$ cat src/rtl/mem_port_arbiter.sv
// mem_port_arbiter: shares one single-ported memory between instruction fetch (I) and load/store (D).
// Optional response watchdog is compiled in when MEM_ARB_TIMEOUT_EN is defined.
module mem_port_arbiter #(
   parameter int ADDR_W         = 32,
   parameter int DATA_W         = 32,
   parameter int STARVE_LIMIT   = 4,
   parameter int TIMEOUT_CYCLES = 255
) (
   input  logic                clk_i,
   input  logic                rst_n_i,
   input  logic                i_req_i,
   input  logic [ADDR_W-1:0]   i_addr_i,
   output logic                i_gnt_o,
   output logic                i_rvalid_o,
   output logic [DATA_W-1:0]   i_rdata_o,
   input  logic                d_req_i,
   input  logic [DATA_W/8-1:0] d_be_i,
   input  logic [ADDR_W-1:0]   d_addr_i,
   input  logic [DATA_W-1:0]   d_wdata_i,
   output logic                d_gnt_o,
   output logic                d_rvalid_o,
   output logic [DATA_W-1:0]   d_rdata_o,
   output logic                mem_req_o,
   output logic [DATA_W/8-1:0] mem_be_o,
   output logic [ADDR_W-1:0]   mem_addr_o,
   output logic [DATA_W-1:0]   mem_wdata_o,
   input  logic                mem_gnt_i,
   input  logic                mem_rvalid_i,
   input  logic [DATA_W-1:0]   mem_rdata_i,
   output logic                err_o
);

   localparam int BE_W = DATA_W / 8;
   localparam int SC_W = $clog2(STARVE_LIMIT + 1);

   if (STARVE_LIMIT < 1 || TIMEOUT_CYCLES < 1) begin : g_cfg_check
      $error("mem_port_arbiter: STARVE_LIMIT and TIMEOUT_CYCLES must be >= 1");
   end

   typedef enum logic [1:0] {
      ST_IDLE = 2'd0,
      ST_REQ  = 2'd1,
      ST_RESP = 2'd2
   } state_e;

   state_e              state_q;
   logic                owner_i_q;
   logic [ADDR_W-1:0]   addr_q;
   logic [BE_W-1:0]     be_q;
   logic [DATA_W-1:0]   wdata_q;
   logic [SC_W-1:0]     starve_q;
   logic [SC_W-1:0]     starve_d;

   logic                any_req;
   logic                i_forced;
   logic                i_wins;
   logic                gnt_evt;
   logic                rsp_evt;
   logic                timeout;
   logic [DATA_W-1:0]   rsp_data;

   // Handshake: a requester holds req until its gnt pulse; memory sees mem_req_o held
   // until mem_gnt_i, then returns exactly one mem_rvalid_i, forwarded as the owner's rvalid pulse.
   assign any_req  = i_req_i | d_req_i;
   assign i_forced = i_req_i && (starve_q >= SC_W'(STARVE_LIMIT));
   assign i_wins   = i_req_i && (!d_req_i || i_forced);
   assign gnt_evt  = (state_q == ST_REQ) && mem_gnt_i;
   assign rsp_evt  = (state_q == ST_RESP) && (mem_rvalid_i || timeout);
   assign rsp_data = timeout ? DATA_W'(32'hDEAD_BEEF) : mem_rdata_i;

`ifdef MEM_ARB_TIMEOUT_EN
   localparam int WD_W = $clog2(TIMEOUT_CYCLES + 1);
   logic [WD_W-1:0] wd_cnt_q;

   assign timeout = (state_q == ST_RESP) && !mem_rvalid_i
                    && (wd_cnt_q == WD_W'(TIMEOUT_CYCLES - 1));

   always_ff @(posedge clk_i or negedge rst_n_i) begin
      if (!rst_n_i) begin
         wd_cnt_q <= '0;
      end else if (gnt_evt) begin
         wd_cnt_q <= '0;
      end else if (state_q == ST_RESP) begin
         wd_cnt_q <= wd_cnt_q + 1'b1;
      end
   end
`else
   assign timeout = 1'b0;
`endif

   assign err_o       = timeout;
   assign mem_req_o   = (state_q == ST_REQ);
   assign mem_addr_o  = addr_q;
   assign mem_be_o    = be_q;
   assign mem_wdata_o = wdata_q;
   assign i_gnt_o     = gnt_evt && owner_i_q;
   assign d_gnt_o     = gnt_evt && !owner_i_q;
   assign i_rvalid_o  = rsp_evt && owner_i_q;
   assign d_rvalid_o  = rsp_evt && !owner_i_q;
   assign i_rdata_o   = i_rvalid_o ? rsp_data : '0;
   assign d_rdata_o   = d_rvalid_o ? rsp_data : '0;

   // I's waiting time; winning arbitration in IDLE is not counted as waiting.
   always_comb begin
      starve_d = starve_q;
      if (i_gnt_o) begin
         starve_d = '0;
      end else if (state_q == ST_IDLE && !i_req_i) begin
         starve_d = '0;
      end else if (i_req_i && !(state_q == ST_IDLE && i_wins)
                   && starve_q < SC_W'(STARVE_LIMIT)) begin
         starve_d = starve_q + 1'b1;
      end
   end

   always_ff @(posedge clk_i or negedge rst_n_i) begin
      if (!rst_n_i) begin
         state_q   <= ST_IDLE;
         owner_i_q <= 1'b0;
         addr_q    <= '0;
         be_q      <= '0;
         wdata_q   <= '0;
         starve_q  <= '0;
      end else begin
         starve_q <= starve_d;
         case (state_q)
            ST_IDLE: begin
               if (any_req) begin
                  owner_i_q <= i_wins;
                  addr_q    <= i_wins ? i_addr_i : d_addr_i;
                  be_q      <= i_wins ? '0 : d_be_i;
                  wdata_q   <= i_wins ? '0 : d_wdata_i;
                  state_q   <= ST_REQ;
               end
            end
            ST_REQ: begin
               if (mem_gnt_i) state_q <= ST_RESP;
            end
            ST_RESP: begin
               if (mem_rvalid_i || timeout) state_q <= ST_IDLE;
            end
            default: state_q <= ST_IDLE;
         endcase
      end
   end

endmodule

$ cat config.mk
export PLATFORM = sky130hd
export DESIGN_NAME = mem_port_arbiter
export DESIGN_NICKNAME = d
export VERILOG_FILES = /design/src/rtl/mem_port_arbiter.sv
export SDC_FILE = /design/constraint.sdc
export NUM_CORES = 1
export LEC_CHECK = 0
export CORE_AREA = 5 5 106 108
export DETAILED_ROUTE_END_ITERATION = 16
export DIE_AREA = 0 0 111 113
export GPL_TIMING_DRIVEN = 0
export PLACE_DENSITY = 0.89
export SYNTH_ARGS = -nofsm -noshare
export SYNTH_HDL_FRONTEND = slang
export SYNTH_SLANG_ARGS = --single-unit
$ cat constraint.sdc
create_clock -name clk_i -period 2.9 [get_ports clk_i]
set_input_delay 0.725 -clock clk_i [delete_from_list [all_inputs] [get_ports clk_i]]
set_output_delay 0.725 -clock clk_i [all_outputs]
set_load 0.1 [all_outputs]
==> results.txt, run 1 <==
The flow ran to the end, and the final reports show no timing, DRC or antenna violations. The first global-routing pass estimated 24300 um of wire. The highest signal layer in the routed design is met4. The number of DRC violations after detailed routing came out at 0. Combinational logic is responsible for a little over two thirds of the overall power. In the final routing, the length of wire on met1 measures around 5800 um.

The worst relative slew slack is between 30% and 40%. After layout, the design draws a total of ~0.0095 W. The net switching power came out at 0.00566 W. The final count of pins violating max slew is 0. The combined area of the multi-input logic cells is about 0.0017 mm2. The number of sinks on the clock net came out at between 70 and 80. Of the post-synthesis cell area, the dominant cell type holds about half.

The average footprint of a synthesized cell is between 10 and 15 um2. The die extent in y came out at 113 um. The diode insertion count for antenna repair came out at 0. The post-layout instance count excluding filler cells came out at roughly 770. The number of hold violations in the final report is 0.

The net switching share of the total power is between 50% and 60%. Summing over every cut layer, the via total after detailed routing is between 4000 and 5000. The synthesized design contains 74 register bits. The share of total power dissipated in sequential elements is between 10% and 20%.

Data on the critical path is required at its endpoint by between 2000 and 2500 ps. The amount of wire on met3 after detailed routing is between 1000 and 1500 um. The tightest min-delay check is of the input pin to async pin type. The number of global-route vias before repair is about 4500. After the last flow step, the layout net total stands at approximately 770.

The maximum number of pins on one net before global-route repair came out at 45. The clock skew is around 8.4 ps. For the worst-skew pair, the clock arrives at the later sink with an insertion delay of about 340 ps. Of the cells placed in the final design, the portion with a size suffix greater than 1 is about 20%.

The number of vias per cell after detailed routing came out at 5.37. The initial antenna violation count came out at 0. The count of fill cells added during filler insertion came out at ~740. The startpoint identified for the worst register-to-register timing path is state_q[1]$_DFFE_PN0P_. The largest buffer count on any clock path is 2.

The post-route fraction of the period consumed by the critical path came out at 98.9%. The number of input and output port buffers inserted came out at ~270. The area of the core region came out at 0.0101 mm2. The number of nets in the synthesized netlist is around 480. The capture point of the worst reg-to-reg path is mem_wdata_o[16]$_DFFE_PN0P_. The netlist area before placement came out at 0.00370 mm2. The routed wire length came out at around 16000 um. The routed design could run at a clock period as short as ~2900 ps. The detailed-routed wire length on met2 is 8630 um. The number of buffers created by CTS came out at 9. The power density over the cells came out at about 1300 mW/mm2. The launching element type of the critical path is an input pin. The sequential-to-total area share from yosys stat came out at 50.1%. The placer's final routability congestion estimate is about 0.9.

Buffers added to address setup during post-CTS repair amount to 0. The synthesized netlist cell count is 344. The internal portion of total power came out at between 0.003 and 0.004 W. The data arrival time at the worst-slack endpoint came out at 2140 ps.

In the synthesized netlist, the cells that appear most often are dfrtp_1 (74), and2_1 (64), o21ai_0 (37), a22o_1 (36). The maximum achievable frequency is roughly 350 MHz. The initial cell density of the core is between 30 and 40%. Setup repair after global routing could not meet its margin everywhere. The placed wire-length estimate is approximately 12000 um. The detailed-routing iteration count for the pre-antenna-repair pass is 4.

The distinct cell type count of the synthesized netlist is 32. The total placed instance area came out at around 0.0067 mm2. STA classifies the critical path endpoint as an output pin. The number of flops mapped to enable cells by yosys came out at 0.

dfrtp_1 takes more of the synthesized area than any other cell. Summing all flip-flop and latch instances after layout gives between 0.0015 and 0.002 mm2. The final setup violation count is 0. The highest net fanout along the worst path is 10.

The depth of the CTS H-tree came out at 3. On the final layout, the worst hold slack is about 320 ps. The floorplan die area is roughly 0.013 mm2.

IR analysis of the VDD net gives a maximum drop of between 1 and 1.5 mV. In the synthesized netlist the dominant register cell turns out to be dfrtp_1. The clock network accounts for 9.7% of the total power.

At the pin with the least slew margin, the transition time is 1020 ps. Global routing consumed, over all layers together, about a quarter of the routing resources. The most frequently used cell type in the post-synthesis netlist is dfrtp_1. The clock edge transition at the registers on the reported setup and hold paths is approximately 90 ps.

about 280 I/O pins were placed. The share of flip-flops with an asynchronous set or reset after synthesis is 100%. The analysis attributes to cell leakage a power of about 3 nW. The number of cells after detailed placement is between 700 and 800. The sum of negative setup slack is 0 ps. After floorplanning, the core was divided into 37 placement rows.

The number of design-rule violations left by the first detailed-router iteration came out at approximately 220. The number of cells on the worst reg-to-reg path is 5. By area the synthesized netlist is led by dfrtp_1 (50%), and2_1 (11%), a22o_1 (8.5%).

The routed length per placed instance is approximately 21 um. Global routing finished with a remaining overflow of 0. Once layout is done, the placed cells without fillers occupy 0.00702 mm2.

The cell chosen for the clock root is clkbuf_8. The number of routed nets with antenna violations came out at 0. The post-synthesis to final-layout area growth is 89.9%. The total of warnings raised by yosys is 0. The number of max-cap violations came out at 0. TritonCTS built the clock tree. The setup check on the worst reg-to-reg path leaves a slack of about 1100 ps. The width of the chip came out at between 100 and 150 um. The critical path is of the input pin to output pin type.
-- power by group through the flow --
stage	clock network [W]	registers, W	logic, W
finish	0.000921	0.00185	0.00669
global route	0.000968	0.00190	0.00689
CTS	0.000932	0.00184	0.00668
detailed placement	0	0.00184	0.00665
global placement	0	0.00182	0.00654
floorplan	0	0.00497	0.00181
-- critical path: stages --
cell and delay, ps:
clkdlybuf4s50_1 480, and4b_2 310, clkbuf_4 210, and2_1 170
buf_6 230
-- sequential cells by signal, indices dropped and copies added, names as in the netlist --
register     cells
owner_i_q        1
mem_addr_o      32
mem_wdata_o     32
state_q          2
starve_q         3
mem_be_o         4
-- logic make-up after synthesis --
logic type	share of synthesized area, %
AOI/OAI and AO/OA	30.0
adders and majority gates	0.338
buffers and inverters	5.24
DFF	50.1
other	0.101
and+or+nand+nor	14.2
-- per-stage QoR --
step | utilization, % | setup slack, ps
after floorplan | - | 86.0
after global placement | 65.6 | -1420
after detailed placement | 65.7 | -1030
after CTS | 68.4 | 2.30
after global routing | 69.3 | -31.4
final | 69.3 | 31.9
-- worst max path at each step --
stage / from / to / slack, ps
5_1_grt: mem_rvalid_i / d_rdata_o[16] / -30
6_report: mem_rvalid_i / i_rdata_o[17] / 30
3_3_place_gp: rst_n_i / mem_addr_o[6]$_DFFE_PN0P_ / -1420
2_1_floorplan: mem_rvalid_i / d_rdata_o[22] / 90
4_1_cts: mem_rvalid_i / d_rdata_o[9] / 2
3_5_place_dp: mem_rvalid_i / d_rdata_o[5] / -1030
-- cell usage in the layout (no fill, tap or decap), drive strengths merged, types with 3 or more instances in the layout --
master | synthesis | layout
clkdlybuf4s50 | 0 | 204
buf | 11 | 82
dfrtp | 74 | 74
and2 | 64 | 64
o21ai | 37 | 37
a22o | 36 | 36
clkbuf | 27 | 35
a311oi | 32 | 32
a2bb2oi | 32 | 32
inv | 3 | 5
a21oi | 4 | 4
nor2 | 4 | 4
nand2b | 3 | 3
-- routing by layer --
metal / up-vias / global-route usage, %
li1: 1859 / -
met1: 2010 / 26.3
met2: 229 / 45.7
met3: 43 / 4.55
met4: 0 / 8.78
met5: - / 0
-- final cells by class --
cell class | count | area share (%)
Tap cell | 136 | 2.42
Sequential cell | 74 | 26.4
Inverter | 3 | 0.160
Clock inverter | 5 | 1.21
Clock buffer | 11 | 2.01
Timing Repair Buffer | 275 | 40.8
Buffer | 38 | 2.92
Multi-Input combinational cell | 229 | 24.2
-- timing repair --
action	CTS	global route
hold endpoints to repair	0	0
pin swaps	0	0
setup endpoints to repair	69	55
gates resized for setup	460	33
hold buffers	0	0
No activity file was read; power rests on OpenSTA's default activity.
==> run 2: changes to the inputs <==
CELL_PAD_IN_SITES_DETAIL_PLACEMENT = 1   (was default)
CELL_PAD_IN_SITES_GLOBAL_PLACEMENT = 2   (was default)
CORE_AREA = 5 5 143 145   (was 5 5 106 108)
DIE_AREA = 0 0 148 150   (was 0 0 111 113)
PLACE_DENSITY = 0.87   (was 0.89)
==> results.txt, run 2 (same netlist as run 1, synthesis figures left out) <==
The initial antenna violation count is 0 (unchanged). The launch point of the worst reg-to-reg path is state_q[1]$_DFFE_PN0P_ (unchanged). The layout cell share with drive strength beyond 1 is 22.7% (was 20.2%).

The wire length of the first global-routing pass came to 26700 um (was 24300 um). The overall overflow remaining after global route came out at 0 (unchanged). The initial cell density of the core came out at 19.4% (was 36.5%). The count of fill cells added during filler insertion came out at 2076 (was 744). The number of routed nets with antenna violations came out at 0 (unchanged). Commonest non-fill, non-tap cells in the layout: clkdlybuf4s50_1 (204), dfrtp_1 (74), o21ai_0 (37) (was clkdlybuf4s50_1 (204), dfrtp_1 (74), buf_6 (49)).

The TritonCTS clock tree was yes (unchanged). The power density over the cells is 1300 mW/mm2 (was 1350 mW/mm2). The number of DRC violations after detailed routing is 0 (unchanged). The via total after detailed routing is 4109 (was 4141). The kind of critical path was input pin to output pin (unchanged). The leakage power came out at 3.09 nW (was 2.97 nW). The depth of the CTS H-tree is 3 (unchanged).

The worst setup slack for register-to-register paths is 1110 ps (was 1120 ps). The number of hold violations in the final report is 0 (unchanged). The worst slack at placement came to -1120 ps (was -1030 ps). The worst path required time came out at 2170 ps (about the same).

The clock skew came out at 14.4 ps (was 8.44 ps). The launching element type of the critical path is an input pin (unchanged). The number of vias per cell after detailed routing came to 4.69 (was 5.37).

The diode insertion count for antenna repair is 0 (unchanged). The largest buffer count on any clock path came out at 2 (unchanged). The clock latency on the worst-skew pair came to 330 ps (was 340 ps). The routed length per placed instance came to 20.7 um (was 20.8 um). The worst IR drop on VDD is 0.725 mV (was 1.08 mV). The placer's final routability congestion estimate is 0.822 (was 0.876).

The area of the core region is 0.0191 mm2 (was 0.0101 mm2). The die extent in y came out at 150 um (was 113 um). The shortest period the worst path allows came out at 2860 ps (was 2870 ps). The detailed-routing iteration count for the pre-antenna-repair pass is 4 (unchanged). The maximum achievable frequency came out at 350 MHz (was 349 MHz).

The number of global-route vias before repair came out at 4655 (was 4531). The cell chosen for the clock root is clkbuf_16 (was clkbuf_8). The final worst slack came out at 43.2 ps (was 31.9 ps). The floorplan die area came out at 0.0222 mm2 (was 0.0125 mm2). The number of buffers created by CTS came out at 9 (unchanged). The worst relative slew slack is 31.1% (was 31.6%). The number of sinks on the clock net was 74 (unchanged).

The maximum number of pins on one net before global-route repair is 45 (unchanged). The post-layout instance area came to 0.00751 mm2 (was 0.00702 mm2). The worst-margin pin slew is 1030 ps (was 1020 ps).

The clock edge transition at the registers on the reported setup and hold paths came out at 60 ps (was 90 ps). The placed wire-length estimate is 14100 um (was 12200 um). The post-route fraction of the period consumed by the critical path is 98.5% (was 98.9%). The final count of pins violating max slew was 0 (unchanged). The routed wire length is 18200 um (was 16000 um). The number of cell rows is 51 (was 37). Result of the run: completed (unchanged).

The data arrival time at the worst-slack endpoint came out at 2130 ps (was 2140 ps). The number of max-cap violations is 0 (unchanged). The path category of the worst min-delay check was input pin to async pin (unchanged). The post-synthesis to final-layout area growth is 103% (was 89.9%).

The post-cts hold buffer count came to 0 (unchanged). The total placed instance area is 0.00680 mm2 (was 0.00667 mm2). The number of design-rule violations left by the first detailed-router iteration came out at 119 (was 219). The most common cell after layout, fill and taps aside is clkdlybuf4s50_1 (unchanged). The final core utilization was 39.3% (was 69.3%). The width of the chip came out at 148 um (was 111 um).

The highest net fanout along the worst path is 10 (unchanged). The number of input and output port buffers inserted came out at 274 (unchanged). The total power of the final layout came out at 0.00977 W (was 0.00946 W). The critical path capture point type was an output pin (unchanged). The number of nets at the end of the flow is 773 (was 769). The number of cells on the worst reg-to-reg path was 5 (unchanged).

Unrepaired setup endpoints after global routing: true (unchanged). The final setup violation count was 0 (unchanged). The I/O pin total is 276 (unchanged). The total track usage is 15.3% (was 23.9%).

The capture point of the worst reg-to-reg path is mem_be_o[2]$_DFFE_PN0P_ (was mem_wdata_o[16]$_DFFE_PN0P_).
==> run 2: cell count changes in the layout (fill, tap and decap cells not counted), sizes merged <==
cell / change
bufinv: -1
clkbuf: +5
clkdlybuf4s15: -1
clkinv: +3
clkdlybuf4s18: +1
buf: -2
clkinvlp: -1
==> run 2: how the worst max path moves through the flow <==
stage | startpoint | to | slack [ps]
5_1_grt | mem_rvalid_i | d_rdata_o[29] | -20
3_3_place_gp | rst_n_i | mem_wdata_o[21]$_DFFE_PN0P_ | -1620
2_1_floorplan | mem_rvalid_i | d_rdata_o[22] | 90
4_1_cts | mem_rvalid_i | i_rdata_o[15] | -60
6_report | mem_rvalid_i | d_rdata_o[29] | 40
3_5_place_dp | mem_rvalid_i | d_rdata_o[14] | -1120
==> run 2: final cells by class <==
cell class              instances  area [um2]  share of cell area [%]
inverters                       3        11.3                   0.150
plain buffers                  37         216                    2.88
multi-input cells             229        1730                    23.0
clock inverters                 6        62.6                   0.833
clock buffers                  10         229                    3.05
flip-flops and latches         74        1850                    24.7
repair buffers                280        3110                    41.4
well taps                     238         298                    3.97
==> run 2: critical path: stages <==
cell and delay, ps:
clkdlybuf4s50_1 510, nor3b_4 200, buf_4 160, clkbuf_8 150, and2_2 160, buf_6 220
==> run 2: stage by stage <==
stage	std cells	setup TNS, ps	hold slack, ps
floorplan	344	0	429
global placement	856	-182480	491
detailed placement	857	-66650	493
CTS	874	-594	338
global route	877	-33.8	351
finish	877	0	330
==> run 2: report_power, final <==
part	switching [W]	internal, W
clock network	0.000453	0.000669
registers	0.000335	0.00152
logic	0.00497	0.00183
==> run 2: repair_timing <==
| item | 4_1_cts | 5_1_grt |
|---|---|---|
| gates resized for setup | 517 | 35 |
| setup endpoints to repair | 69 | 64 |
| setup buffers | 1 | 3 |
| gates cloned | 0 | 1 |
| endpoints found under the hold margin | 0 | 0 |
==> run 2: layer usage <==
metal | track usage (%) | vias to the layer above | part of all wire, %
li1 | - | 1866 | -
met1 | 16.6 | 2016 | 38
met2 | 28.9 | 197 | 53
met3 | 3.36 | 30 | 6.0
met4 | 5.96 | 0 | 3.1
met5 | 0 | - | 0
